[src/rtl/mux_rr_nx1.sv]
// N-to-1 round-robin lane merger with a small FIFO per input channel.
// SKIP_EMPTY=0 gives fixed time slots; SKIP_EMPTY=1 skips channels with nothing queued.
module mux_rr_nx1 #(
    parameter int NUM_CH     = 4,
    parameter int DATA_W     = 8,
    parameter int DEPTH      = 4,
    parameter int SKIP_EMPTY = 0
) (
    input  logic                       clk,
    input  logic                       reset,
    input  logic [NUM_CH*DATA_W-1:0]   in_data,
    input  logic [NUM_CH-1:0]          in_valid,
    output logic [NUM_CH-1:0]          in_full,
    output logic [NUM_CH-1:0]          ovf_err,
    output logic [DATA_W-1:0]          data_out,
    output logic                       outValid,
    output logic [$clog2(NUM_CH)-1:0]  out_ch
);

    localparam int CH_W  = $clog2(NUM_CH);
    localparam int PTR_W = $clog2(DEPTH);
    localparam int CNT_W = PTR_W + 1;
    localparam logic [CNT_W-1:0] FULL_CNT = CNT_W'(DEPTH);
    localparam logic [CH_W-1:0]  LAST_CH  = CH_W'(NUM_CH - 1);

    logic [DATA_W-1:0] mem_q    [NUM_CH][DEPTH];
    logic [PTR_W-1:0]  wr_ptr_q [NUM_CH];
    logic [PTR_W-1:0]  rd_ptr_q [NUM_CH];
    logic [CNT_W-1:0]  cnt_q    [NUM_CH];
    logic [CNT_W-1:0]  cnt_d    [NUM_CH];
    logic [NUM_CH-1:0] push, pop;
    logic [NUM_CH-1:0] full_q, full_d, ovf_q, ovf_d;
    logic [CH_W-1:0]   ptr_q, ptr_d, sel, idx;
    logic              found;
    logic [DATA_W-1:0] data_q, data_d;
    logic              vld_q, vld_d;
    logic [CH_W-1:0]   ch_q, ch_d;

    function automatic logic [CH_W-1:0] next_ch(input logic [CH_W-1:0] c);
        return (c == LAST_CH) ? '0 : c + CH_W'(1);
    endfunction

    // Channel selection: fixed slot, or first non-empty channel at/after ptr.
    always_comb begin
        sel   = ptr_q;
        idx   = ptr_q;
        found = 1'b0;
        ptr_d = next_ch(ptr_q);
        if (SKIP_EMPTY == 0) begin
            found = (cnt_q[ptr_q] != '0);
        end else begin
            for (int i = 0; i < NUM_CH; i++) begin
                if (!found && (cnt_q[idx] != '0)) begin
                    found = 1'b1;
                    sel   = idx;
                end
                idx = next_ch(idx);
            end
            ptr_d = found ? next_ch(sel) : ptr_q;
        end
    end

    // Fullness is judged on the pre-edge count, so a same-cycle pop never makes room.
    always_comb begin
        for (int c = 0; c < NUM_CH; c++) begin
            push[c]   = in_valid[c] && (cnt_q[c] != FULL_CNT);
            pop[c]    = found && (sel == CH_W'(c));
            cnt_d[c]  = cnt_q[c] + CNT_W'(push[c]) - CNT_W'(pop[c]);
            full_d[c] = (cnt_d[c] == FULL_CNT);
            ovf_d[c]  = ovf_q[c] | (in_valid[c] && (cnt_q[c] == FULL_CNT));
        end
    end

    always_comb begin
        vld_d  = found;
        data_d = found ? mem_q[sel][rd_ptr_q[sel]] : data_q;
        ch_d   = found ? sel : ch_q;
    end

    always_ff @(posedge clk) begin
        for (int c = 0; c < NUM_CH; c++) begin
            if (push[c]) begin
                mem_q[c][wr_ptr_q[c]] <= in_data[c*DATA_W +: DATA_W];
            end
        end
    end

    always_ff @(posedge clk or negedge reset) begin
        if (!reset) begin
            for (int c = 0; c < NUM_CH; c++) begin
                wr_ptr_q[c] <= '0;
                rd_ptr_q[c] <= '0;
                cnt_q[c]    <= '0;
            end
            full_q <= '0;
            ovf_q  <= '0;
            ptr_q  <= '0;
            data_q <= '0;
            vld_q  <= 1'b0;
            ch_q   <= '0;
        end else begin
            for (int c = 0; c < NUM_CH; c++) begin
                if (push[c]) wr_ptr_q[c] <= wr_ptr_q[c] + PTR_W'(1);
                if (pop[c])  rd_ptr_q[c] <= rd_ptr_q[c] + PTR_W'(1);
                cnt_q[c] <= cnt_d[c];
            end
            full_q <= full_d;
            ovf_q  <= ovf_d;
            ptr_q  <= ptr_d;
            data_q <= data_d;
            vld_q  <= vld_d;
            ch_q   <= ch_d;
        end
    end

    assign in_full  = full_q;
    assign ovf_err  = ovf_q;
    assign data_out = data_q;
    assign outValid = vld_q;
    assign out_ch   = ch_q;

endmodule

[config.mk]
export PLATFORM = sky130hd
export DESIGN_NAME = mux_rr_nx1
export DESIGN_NICKNAME = d
export VERILOG_FILES = /design/src/rtl/mux_rr_nx1.sv
export SDC_FILE = /design/constraint.sdc
export NUM_CORES = 1
export LEC_CHECK = 0
export BUFFER_PORTS_ARGS = -buffer_cell sky130_fd_sc_hd__clkbuf_2
export CORE_ASPECT_RATIO = 1.25
export CORE_MARGIN = 8
export CORE_UTILIZATION = 35
export CTS_CLUSTER_SIZE = 30
export DETAILED_ROUTE_END_ITERATION = 8
export PLACE_DENSITY = 0.56
export SLEW_MARGIN = 20
export SYNTH_ARGS = -nofsm -noshare
export SYNTH_HDL_FRONTEND = slang
export SYNTH_SLANG_ARGS = --single-unit
[constraint.sdc]
create_clock -name clk -period 8.7 [get_ports clk]
set_input_delay 0 -clock clk [delete_from_list [all_inputs] [get_ports clk]]
set_output_delay 0 -clock clk [all_outputs]
set_load 0.05 [all_outputs]
; After elaboration in Yosys (flattened, before gate mapping)
; Memory sizes are Yosys's and may differ from the RTL's.
; Index checks and enable logic that the tools add are counted.
; Widths: inputs -> output; s select.
[op_classes]
add_sub_neg = 17
n_lt_le_gt_ge = 10
n_eq_ne = 15
mux = 26
bitwise = 10
reduce_logical = 18
[op_table]
columns = cell, n
row1 = $mux 32, 4
row2 = $demux 8 s2, 4
row3 = $mux 8, 6
row4 = $eq 3x3->1 const B, 8
row5 = $add 2x1->2 const B, 9
row6 = $ge 3x3->1 const B, 6
row7 = $not 2->3, 6
row8 = $bmux 8 s2, 1
row9 = $logic_and 1x1->1, 16
row10 = $add 3x1->3, 4
row11 = $lt 3x1->1 const B, 4
row12 = $ne 3x3->1 const B, 4
row13 = $sub 3x1->3, 4
row14 = $bmux 3 s2, 1
row15 = $mux 2, 3
row16 = $mux 3, 2
row17 = $bmux 2 s2, 1
row18 = $eq 2x2->1 const B, 2
row19 = $mux 1, 4
row20 = $or 1x1->1, 4
row21 = $reduce_bool 3->1, 1
row22 = $eq 2x1->1 const B, 1
row23 = $logic_not 2->1, 1
[totals]
ff_bits = 49
mem_bits_rw = 128
inputBits = 38
elab_cells = 115
n_memories = 1
[mem_list]
columns = name, depth, word_bits, read_ports, rd_ports_with_merged_regs, wr, line
row1 = mem_q, 4, 32, 1, 0, 4, 26  ; logic [DATA_W-1:0] mem_q [NUM_CH][DEPTH];

; Depth between registers and ports, before layout
; Gate-level depths: netlist (run 1).
[depth]
depth_word = 8
ltp_mapped = 12
ltp_nobuf = 10

; Worst setup path before layout (run 1)
; OpenSTA, ideal clock, no wires.
[synth_timing]
path_type = reg-to-reg
startpoint = register cnt_q[1] (netlist name)
endpoint = register full_q[0], in the netlist in_full[0]
t_arrival_ns = 2.861
setup_slack_ns = 5.751
stages_incl_launch_ff = 12
path_buffers = 1
period_less_slack_ns = 2.949
path_cell_list = dfrtp_1 -> or3_4 -> mux4_2 -> buf_6 -> and2_1 -> ha_1 -> inv_1 -> ha_1 -> fa_1 -> xnor2_1 -> xnor2_1 -> nor3b_1
[synth_rtl]
columns = element, line
row1 = "start, declared", 29  ; logic [CNT_W-1:0] cnt_q [NUM_CH];
row2 = "start signal, assigned by index", 105  ; cnt_q[c] <= cnt_d[c];
row3 = "end signal, assigned", 107  ; full_q <= full_d;
row4 = "end, declared", 32  ; logic [NUM_CH-1:0] full_q, full_d, ovf_q, ovf_d;

==> impl_metrics.tcl, run 1 <==
set metrics [dict create \
    netlist_area_um2 7350 \
    drive_gt1_share_pct 27.0 \
    rows 59 \
    io_pins 57 \
    switching_share_pct 33.6 \
    skew_ns 0.0144 \
    cp-startpoint "idx[0]$_DFF_PN0_" \
    clock_latency_ns 0.42 \
    p_int_mw 1.84 \
    synth-seq-cells 177 \
    diodes 0 \
    dr.pass1.iters 5 \
    wirelength_um 16300 \
    slew_violations 0 \
    worst_slew_pin_slew_ns 0.725 \
    die_y_um 178 \
    power.density_nw_per_um2 314 \
    rsz0062_at_grt "no" \
    cts_inserted_buffers 17 \
    leakagePower_nw 3.36 \
    maxCapViolCount 0 \
    cp-end-kind "flip-flop" \
    vias_per_cell 4.77 \
    worstPathArrival_ns 3.93 \
    die_area_um2 25900 \
    p_sw_mw 0.932 \
    hold_viol_final 0 \
    wl_per_cell_um 20.7 \
    antenna_found_initial 0 \
    ys_warn_count 0 \
    async_flop_share_pct 27.7 \
    fin_crit_ns 3.60 \
    worst_slack_ns 5.10 \
    path_clk_slew_ns 0.07 \
    crit_chain "buf_4, inv_1, mux4_2, and2_1, ha_1, inv_1, ha_1, fa_1, xnor2_1, xnor2_1, nor3b_1" \
    p_seq_share_pct 45.7 \
    ir_worst_vdd_mv 0.133 \
    drc 0 \
    hpwlAfterDp_um 11000 \
    slew_headroom_pct 51.7 \
    portBuffers 56 \
    synthCells 400 \
    outcome "complete, no violations" \
    areaGrowthSynthToFinish_pct 20.1 \
    fin_crit_sh_pct 41.4 \
    synth_commonest_cells "128 x edfxtp_1, 49 x dfrtp_1, 35 x mux4_2, 28 x ha_1, 28 x inv_1" \
    netlist.top_cell.by_area "edfxtp_1" \
    routabilityCongestion 0.728 \
    postCtsHoldBufs 37 \
    grtUsageTotal_pct 13.3 \
    cpMaxStageDelayCell "mux4_2" \
    die_w_um 146 \
    post-synth-top-area-fraction_pct 52.3 \
    fmax_ghz 0.277 \
    cts_setup_buffers 0 \
    synth_cell_type_count 28 \
    netlist_top_cells_area "edfxtp_1 52%, dfrtp_1 17%, mux4_2 11%, ha_1 4.8%, mux2i_1 2.6%" \
    fin_setup_tns_ns 0 \
    critPathMaxStageDelay_ns 0.59 \
    clkPwrFrac_pct 25.2 \
    grt_pass1_wl_um 25500 \
    first_global_vias 4355 \
    avgSynthCellArea_um2 18.4 \
    cts_sinks 177 \
    cp.required_ns 9.02 \
    pwr-share-comb_pct 29.1 \
    synth_nets 470 \
    layout.nets 571 \
    whs_ns 0.238 \
    synth_ff_type "edfxtp_1" \
    cp_max_fo 38 \
    cts_resized 0 \
    dp_slack_ns 5.06 \
    ys_seq_area_share_pct 69.0 \
    ctsHtreeMaxLevel 4 \
    post-route-util_pct 42.5 \
    finalSetupViolCount 0 \
    hold_class "in2async" \
    synth_enable_flop_cells 128 \
    path_class "reg2reg" \
    synth.most_common_cell "edfxtp_1" \
    cts_tree "yes" \
    core_area_um2 20700 \
    initial_core_util_pct 35.4 \
    ant_nets 0 \
    r2r-start "idx[0]$_DFF_PN0_" \
    vias 3759 \
    cp-start-kind "flip-flop" \
    drt-initial-drc-count 293 \
    grt_max_degree 50 \
    clk_path_buf_depth 2 \
    root_buffer "clkbuf_16" \
    fillers 1842 \
    overflow 0 \
]
[power groups by stage]
| stage | logic [mW] | registers, mW | clock network [mW] |
|---|---|---|---|
| 2_1_floorplan | 0.464 | 1.37 | 0 |
| 3_3_place_gp | 0.781 | 1.27 | 0 |
| 3_5_place_dp | 0.815 | 1.28 | 0 |
| 4_1_cts | 0.829 | 1.27 | 0.717 |
| 5_1_grt | 0.896 | 1.29 | 0.746 |
| 6_report | 0.807 | 1.26 | 0.699 |
[layout by cell type (no fill, tap or decap), drive strengths merged, types with 4 or more instances in the layout]
cell / instances
or3: 4
nand2: 4
a31o: 4
dlygate4sd3: 37
a221oi: 8
inv: 33
dfrtp: 49
clkbuf: 80
ha: 28
xor2: 6
nor2: 13
xnor2: 14
o21ai: 4
nand3: 4
mux4: 35
mux2i: 19
a21boi: 4
and2: 22
edfxtp: 128
nor3b: 4
clkinv: 4
fa: 4
[cells by family (layout without fill, tap and decap cells)]
family	after synthesis	after routing	synth area share (%)
xor gates and xnor gates	20	20	2.38
AOI/OAI and AO/OA	23	23	3.01
buffers and inverters	43	157	2.57
and+or+nand+nor	51	51	3.87
muxes	54	54	13.3
adders and majority gates	32	32	5.86
DFF	177	177	69.0
[registers in the layout, indices dropped and copies added (netlist names)]
register and count:
data_out 8, idx 2, outValid 1, cnt_q 12, out_ch 2, ovf_err 4, wr_ptr_q 8, rd_ptr_q 8
in_full 4, mem_q 128
[cell type report]
| type | instances | area, um2 | area share [%] |
|---|---|---|---|
| multi-input cells | 180 | 2090 | 23.7 |
| flip-flops and latches | 177 | 5070 | 57.5 |
| well taps | 274 | 343 | 3.88 |
| repair buffers | 96 | 673 | 7.63 |
| inverters | 29 | 109 | 1.23 |
| clock buffers | 24 | 485 | 5.50 |
| clock inverters | 8 | 53.8 | 0.610 |
[layer usage]
layer	up-vias	GRT usage [%]	share of wire, %
li1	1704	-	-
met1	1969	15.5	42
met2	78	24.1	54
met3	8	2.72	3.1
met4	0	4.39	0.88
met5	-	0	0
[worst max-delay path, delay by kind of cell (launching register included)]
kind,cells,cell delay [ns]
adder cells (fa/ha/maj),3,0.83
multiplexers,1,0.59
flip-flops,1,0.34
XOR/XNOR,2,0.34
AND/OR/NAND/NOR,2,0.51
buffers and inverters,3,0.90
[through the flow]
stage	power (mW)	area, um2	std cells
after floorplan	1.84	7350	400
after global placement	2.05	7920	719
after detailed placement	2.10	7920	719
after CTS	2.81	8820	788
after global routing	2.93	8820	788
final	2.77	8820	788
[worst paths after layout]
path                       depth (start not counted)  slack [ns]                      end
min                                                3        0.24  data_out[3]$_DFFE_PN0P_
max reg2reg                                       11        5.10     in_full[0]$_DFF_PN0_
min reg2reg                                        1        0.47     ovf_err[1]$_DFF_PN0_
min in group clk                                   2        0.35   mem_q[2][26]$_DFFE_PP_
max in group asynchronous                          3        7.96         idx[0]$_DFF_PN0_
max                                               11        5.10     in_full[0]$_DFF_PN0_
No activity file was read; power rests on OpenSTA's default activity.
==> run 2: changes to the inputs <==
==> constraint.sdc (replaced) <==
create_clock -name clk -period 3.55 [get_ports clk]
set_input_delay 0 -clock clk [delete_from_list [all_inputs] [get_ports clk]]
set_output_delay 0 -clock clk [all_outputs]
set_load 0.05 [all_outputs]
==> impl_metrics.tcl, run 2 (synthesis results as in run 1) <==
set metrics [dict create \
    portBuffers 56 \
    cts_sinks 177 \
    leakagePower_nw 3.34 \
    die_area_um2 25900 \
    grt_util_met2_pct 23.5 \
    slew_violations 0 \
    worst_slew_pin_slew_ns 0.865 \
    cts_inserted_buffers 17 \
    fillers 1846 \
    cp-end-kind "flip-flop" \
    cts_resized 0 \
    layout_commonest_cell "edfxtp_1" \
    skew_ns 0.0130 \
    met1_usage_pct 16.4 \
    wirelength_um 16600 \
    fin_setup_tns_ns 0 \
    path_clk_slew_ns 0.07 \
    diodes 0 \
    cp_max_fo 5 \
    fmax_ghz 0.322 \
    grtUsageTotal_pct 13.6 \
    worstPathArrival_ns 3.45 \
    wl_per_cell_um 21.0 \
    cts_tree "yes" \
    die_w_um 146 \
    clock_latency_ns 0.42 \
    vias_per_cell 4.76 \
    path_class "reg2reg" \
    grt_pass1_wl_um 25700 \
    io_pins 57 \
    root_buffer "clkbuf_16" \
    grt_max_degree 38 \
    seqCellArea_um2 5070 \
    placed_cell_area_um2 7920 \
    outcome "complete, no violations" \
    die_y_um 178 \
    finalSetupViolCount 0 \
    overflow 0 \
    hold_class "in2async" \
    core_area_um2 20700 \
    vias 3756 \
    ir_worst_vdd_mv 0.362 \
    cp.required_ns 3.89 \
    slew_headroom_pct 42.3 \
    areaGrowthSynthToFinish_pct 20.5 \
    rows 59 \
    first_global_vias 4315 \
    initial_core_util_pct 35.4 \
    maxCapViolCount 0 \
    ant_nets 0 \
    antenna_found_initial 0 \
    rsz0062_at_grt "no" \
    busiest_layer "met2" \
    final_cell_mix "128 x edfxtp_1, 56 x clkbuf_2, 48 x dfrtp_1" \
    hpwlAfterDp_um 11100 \
    dr.pass1.iters 4 \
    ctsHtreeMaxLevel 4 \
    multi_input_area_um2 2090 \
    power.density_nw_per_um2 776 \
    cp-start-kind "flip-flop" \
    largest_reg_flops 128 \
    routabilityCongestion 0.742 \
    fin_crit_sh_pct 87.6 \
    drt-initial-drc-count 251 \
    p_total_mw 6.87 \
    final_area_um2 8850 \
    hold_viol_final 0 \
    layout.nets 572 \
    fin_crit_ns 3.11 \
    drc 0 \
    clk_path_buf_depth 2 \
    grt_use_met3_pct 3.05 \
    drive_gt1_share_pct 27.2 \
]
-- run 2: worst paths after layout --
kind | from | to | slack (ns) | cells past startpoint
setup reg to reg | cnt_q[8]$_DFF_PN0_ | in_full[1]$_DFF_PN0_ | 0.44 | 10
min in group clk | in_data[28] | mem_q[3][28]$_DFFE_PP_ | 0.35 | 2
setup / recovery | cnt_q[8]$_DFF_PN0_ | in_full[1]$_DFF_PN0_ | 0.44 | 10
max in group asynchronous | reset | data_out[7]$_DFFE_PN0P_ | 2.49 | 3
hold / removal | reset | outValid$_DFF_PN0_ | 0.23 | 2
hold reg to reg | rd_ptr_q[7]$_DFFE_PN0P_ | rd_ptr_q[7]$_DFFE_PN0P_ | 0.47 | 1
-- run 2: power breakdown --
part	switching, mW	total (mW)	internal, mW
Clock	0.802	1.78	0.981
Combinational	1.28	2.01	0.726
Sequential	0.259	3.08	2.82
Total	2.35	6.87	4.53
-- run 2: cell type report --
| type | count | area share [%] |
|---|---|---|
| tap | 274 | 3.87 |
| sequential | 177 | 57.3 |
| clock inverter | 12 | 1.41 |
| timing repair buffer | 97 | 7.69 |
| multi-input combinational | 180 | 23.6 |
| clock buffer | 20 | 4.93 |
| inverter | 29 | 1.23 |
-- run 2: through the flow --
stage                     cells  hold slack, ns  setup WS (ns)  util (%)
after floorplan             400          -0.296          0.601         -
after global placement      720           0.166          0.545      38.2
after detailed placement    720           0.173          0.460      38.2
after CTS                   789           0.259          0.433      42.7
after global routing        789           0.317          0.276      42.7
final                       789           0.231          0.442      42.7
-- run 2: worst max-delay path: stages, from the launching register on --
cell     delay, ns
dfrtp_1       0.42
or3_1         0.42
mux4_2        0.52
and2_1        0.21
ha_1          0.27
inv_1         0.04
ha_1          0.18
fa_1          0.37
xnor2_1       0.21
xnor2_1       0.16
nor3b_1       0.21
-- run 2: timing repair --
action / 4_1_cts / 5_1_grt
hold buffers: 37 / 0
setup buffers: 0 / 0
hold endpoints to repair: 159 / 0
-- run 2: per-layer routing --
metal | vias to the layer above | wire length [um]
met5 | - | 0
met4 | 0 | 195
met3 | 11 | 958
met2 | 107 | 8640
met1 | 1929 | 6800
li1 | 1709 | -
==> run 3: changes to the inputs <==
--- a/config.mk
+++ b/config.mk
@@ -5,8 +5,8 @@
 export SDC_FILE = /design/constraint.sdc
 export NUM_CORES = 1
 export LEC_CHECK = 0
-export BUFFER_PORTS_ARGS = -buffer_cell sky130_fd_sc_hd__clkbuf_2
-export CORE_ASPECT_RATIO = 1.25
+export BUFFER_PORTS_ARGS = -buffer_cell sky130_fd_sc_hd__buf_2
+export CORE_ASPECT_RATIO = 1.75
 export CORE_MARGIN = 8
 export CORE_UTILIZATION = 35
 export CTS_CLUSTER_SIZE = 30
==> constraint.sdc (replaced) <==
create_clock -name clk -period 3.65 [get_ports clk]
set_input_delay 0 -clock clk [delete_from_list [all_inputs] [get_ports clk]]
set_output_delay 0 -clock clk [all_outputs]
set_load 0.05 [all_outputs]
==> impl_metrics.tcl, run 3 (synthesis results as in run 1) <==
set metrics [dict create \
    wl_per_cell_um 21.6 \
    slew_violations 0 \
    cts_tree "yes" \
    layout_commonest_cell "edfxtp_1" \
    whs_ns 0.219 \
    crit_chain "or3_1, mux4_2, buf_4, and2_1, ha_1, inv_1, ha_1, fa_1, xnor2_1, nor3b_1" \
    portBuffers 56 \
    cts_resized 0 \
    path_class "reg2reg" \
    slew_headroom_pct 50.0 \
    fmax_ghz 0.317 \
    layout.nets 572 \
    vias 3762 \
    areaGrowthSynthToFinish_pct 19.9 \
    worst_slew_pin_slew_ns 0.750 \
    cts_sinks 177 \
    fin_setup_tns_ns 0 \
    wirelength_um 16500 \
    die_w_um 126 \
    grt_max_degree 50 \
    dr.pass1.iters 4 \
    cp-start-kind "flip-flop" \
    clock_latency_ns 0.43 \
    antenna_found_initial 0 \
    routabilityCongestion 0.728 \
    fillers 1851 \
    hold_viol_final 0 \
    die_y_um 208 \
    postCtsHoldBufs 37 \
    clk_path_buf_depth 2 \
    cp_num_buf_inv 2 \
    first_global_vias 4347 \
    rsz0062_at_grt "no" \
    rows 70 \
    cts_setup_buffers 0 \
    cp-end-kind "flip-flop" \
    skew_ns 0.0120 \
    initial_core_util_pct 35.4 \
    ir_worst_vdd_mv 0.406 \
    root_buffer "clkbuf_16" \
    final_cell_mix "128 x edfxtp_1, 56 x buf_2, 48 x dfrtp_1" \
    cpMaxStageDelayCell "mux4_2" \
    grtUsageTotal_pct 13.4 \
    final_area_um2 8810 \
    outcome "complete, no violations" \
    drt-initial-drc-count 216 \
    hold_class "in2async" \
    cp.required_ns 3.99 \
    finalSetupViolCount 0 \
    io_pins 57 \
    critPathMostFrequentCell "ha_1" \
    drive_gt1_share_pct 26.6 \
    worstPathArrival_ns 3.49 \
    multi_input_area_um2 2090 \
    hpwlAfterDp_um 11500 \
    ant_nets 0 \
    worst_slack_ns 0.495 \
    power.density_nw_per_um2 752 \
    critPathMaxStageDelay_ns 0.54 \
    diodes 0 \
    seqCellArea_um2 5070 \
    fin_crit_ns 3.16 \
    drc 0 \
    leakagePower_nw 3.34 \
    crit_family "simple AND/OR/NAND/NOR gates" \
    path_clk_slew_ns 0.06 \
    path_depth 10 \
    placed_cell_area_um2 7900 \
    core_area_um2 20800 \
    largest_reg_flops 128 \
    die_area_um2 26100 \
    ctsHtreeMaxLevel 4 \
    reg2regPathDepth 10 \
    fin_crit_sh_pct 86.4 \
    overflow 0 \
    grt_pass1_wl_um 25200 \
    cp_max_fo 15 \
    dp_slack_ns 0.438 \
    vias_per_cell 4.90 \
    cts_inserted_buffers 17 \
    maxCapViolCount 0 \
]
## run 3: cell types whose count changed in the layout (fill, tap and decap cells not counted), moves of 3 or more
cell / change
buf_2: +56
clkbuf_1: +3
clkbuf_2: -56
clkbuf_8: +3
clkinv_2: +3
clkinvlp_4: -4
inv_6: -5
## run 3: final cells by class
| type | instances | area share, % |
|---|---|---|
| Sequential cell | 177 | 57.6 |
| Timing Repair Buffer | 97 | 7.73 |
| Multi-Input combinational cell | 180 | 23.7 |
| Inverter | 29 | 1.24 |
| Tap cell | 252 | 3.58 |
| Clock buffer | 27 | 5.84 |
| Clock inverter | 5 | 0.341 |
## run 3: report_power, final
group	internal (mW)	switching, mW	total, mW
Sequential	2.74	0.253	3.00
Clock	0.965	0.712	1.68
Combinational	0.709	1.24	1.95
## run 3: metrics by stage
step                      utilization (%)  cells  power [mW]
final                                42.4    767        6.62
after global routing                 42.4    767        6.97
after CTS                            42.4    767        6.72
after detailed placement             38.0    698        5.00
after global placement               38.0    698        4.91
after floorplan                         -    400        4.38
## run 3: worst min-delay path: cells and delay by family
| kind | cells | cell delay [ns] |
|---|---|---|
| buffers and inverters | 3 | 1.14 |
## run 3: routing by layer
metal / wire (um) / global-route usage [%] / share of wire (%) / up-vias
li1: - / - / - / 1710
met1: 5890 / 13.1 / 36 / 1955
met2: 9710 / 25.9 / 59 / 78
met3: 574 / 2.73 / 3.5 / 19
met4: 365 / 5.87 / 2.2 / 0
met5: 0 / 0 / 0 / -
## run 3: path summary, 6_finish.rpt
path,slack [ns],endpoint,startpoint
setup / recovery,0.49,in_full[3]$_DFF_PN0_,cnt_q[7]$_DFF_PN0_
hold / removal,0.22,data_out[6]$_DFFE_PN0P_,reset
setup reg to reg,0.49,in_full[3]$_DFF_PN0_,cnt_q[7]$_DFF_PN0_
hold reg to reg,0.47,ovf_err[3]$_DFF_PN0_,ovf_err[3]$_DFF_PN0_
max in group asynchronous,2.92,idx[0]$_DFF_PN0_,reset
min in group clk,0.34,mem_q[0][29]$_DFFE_PP_,in_data[5]
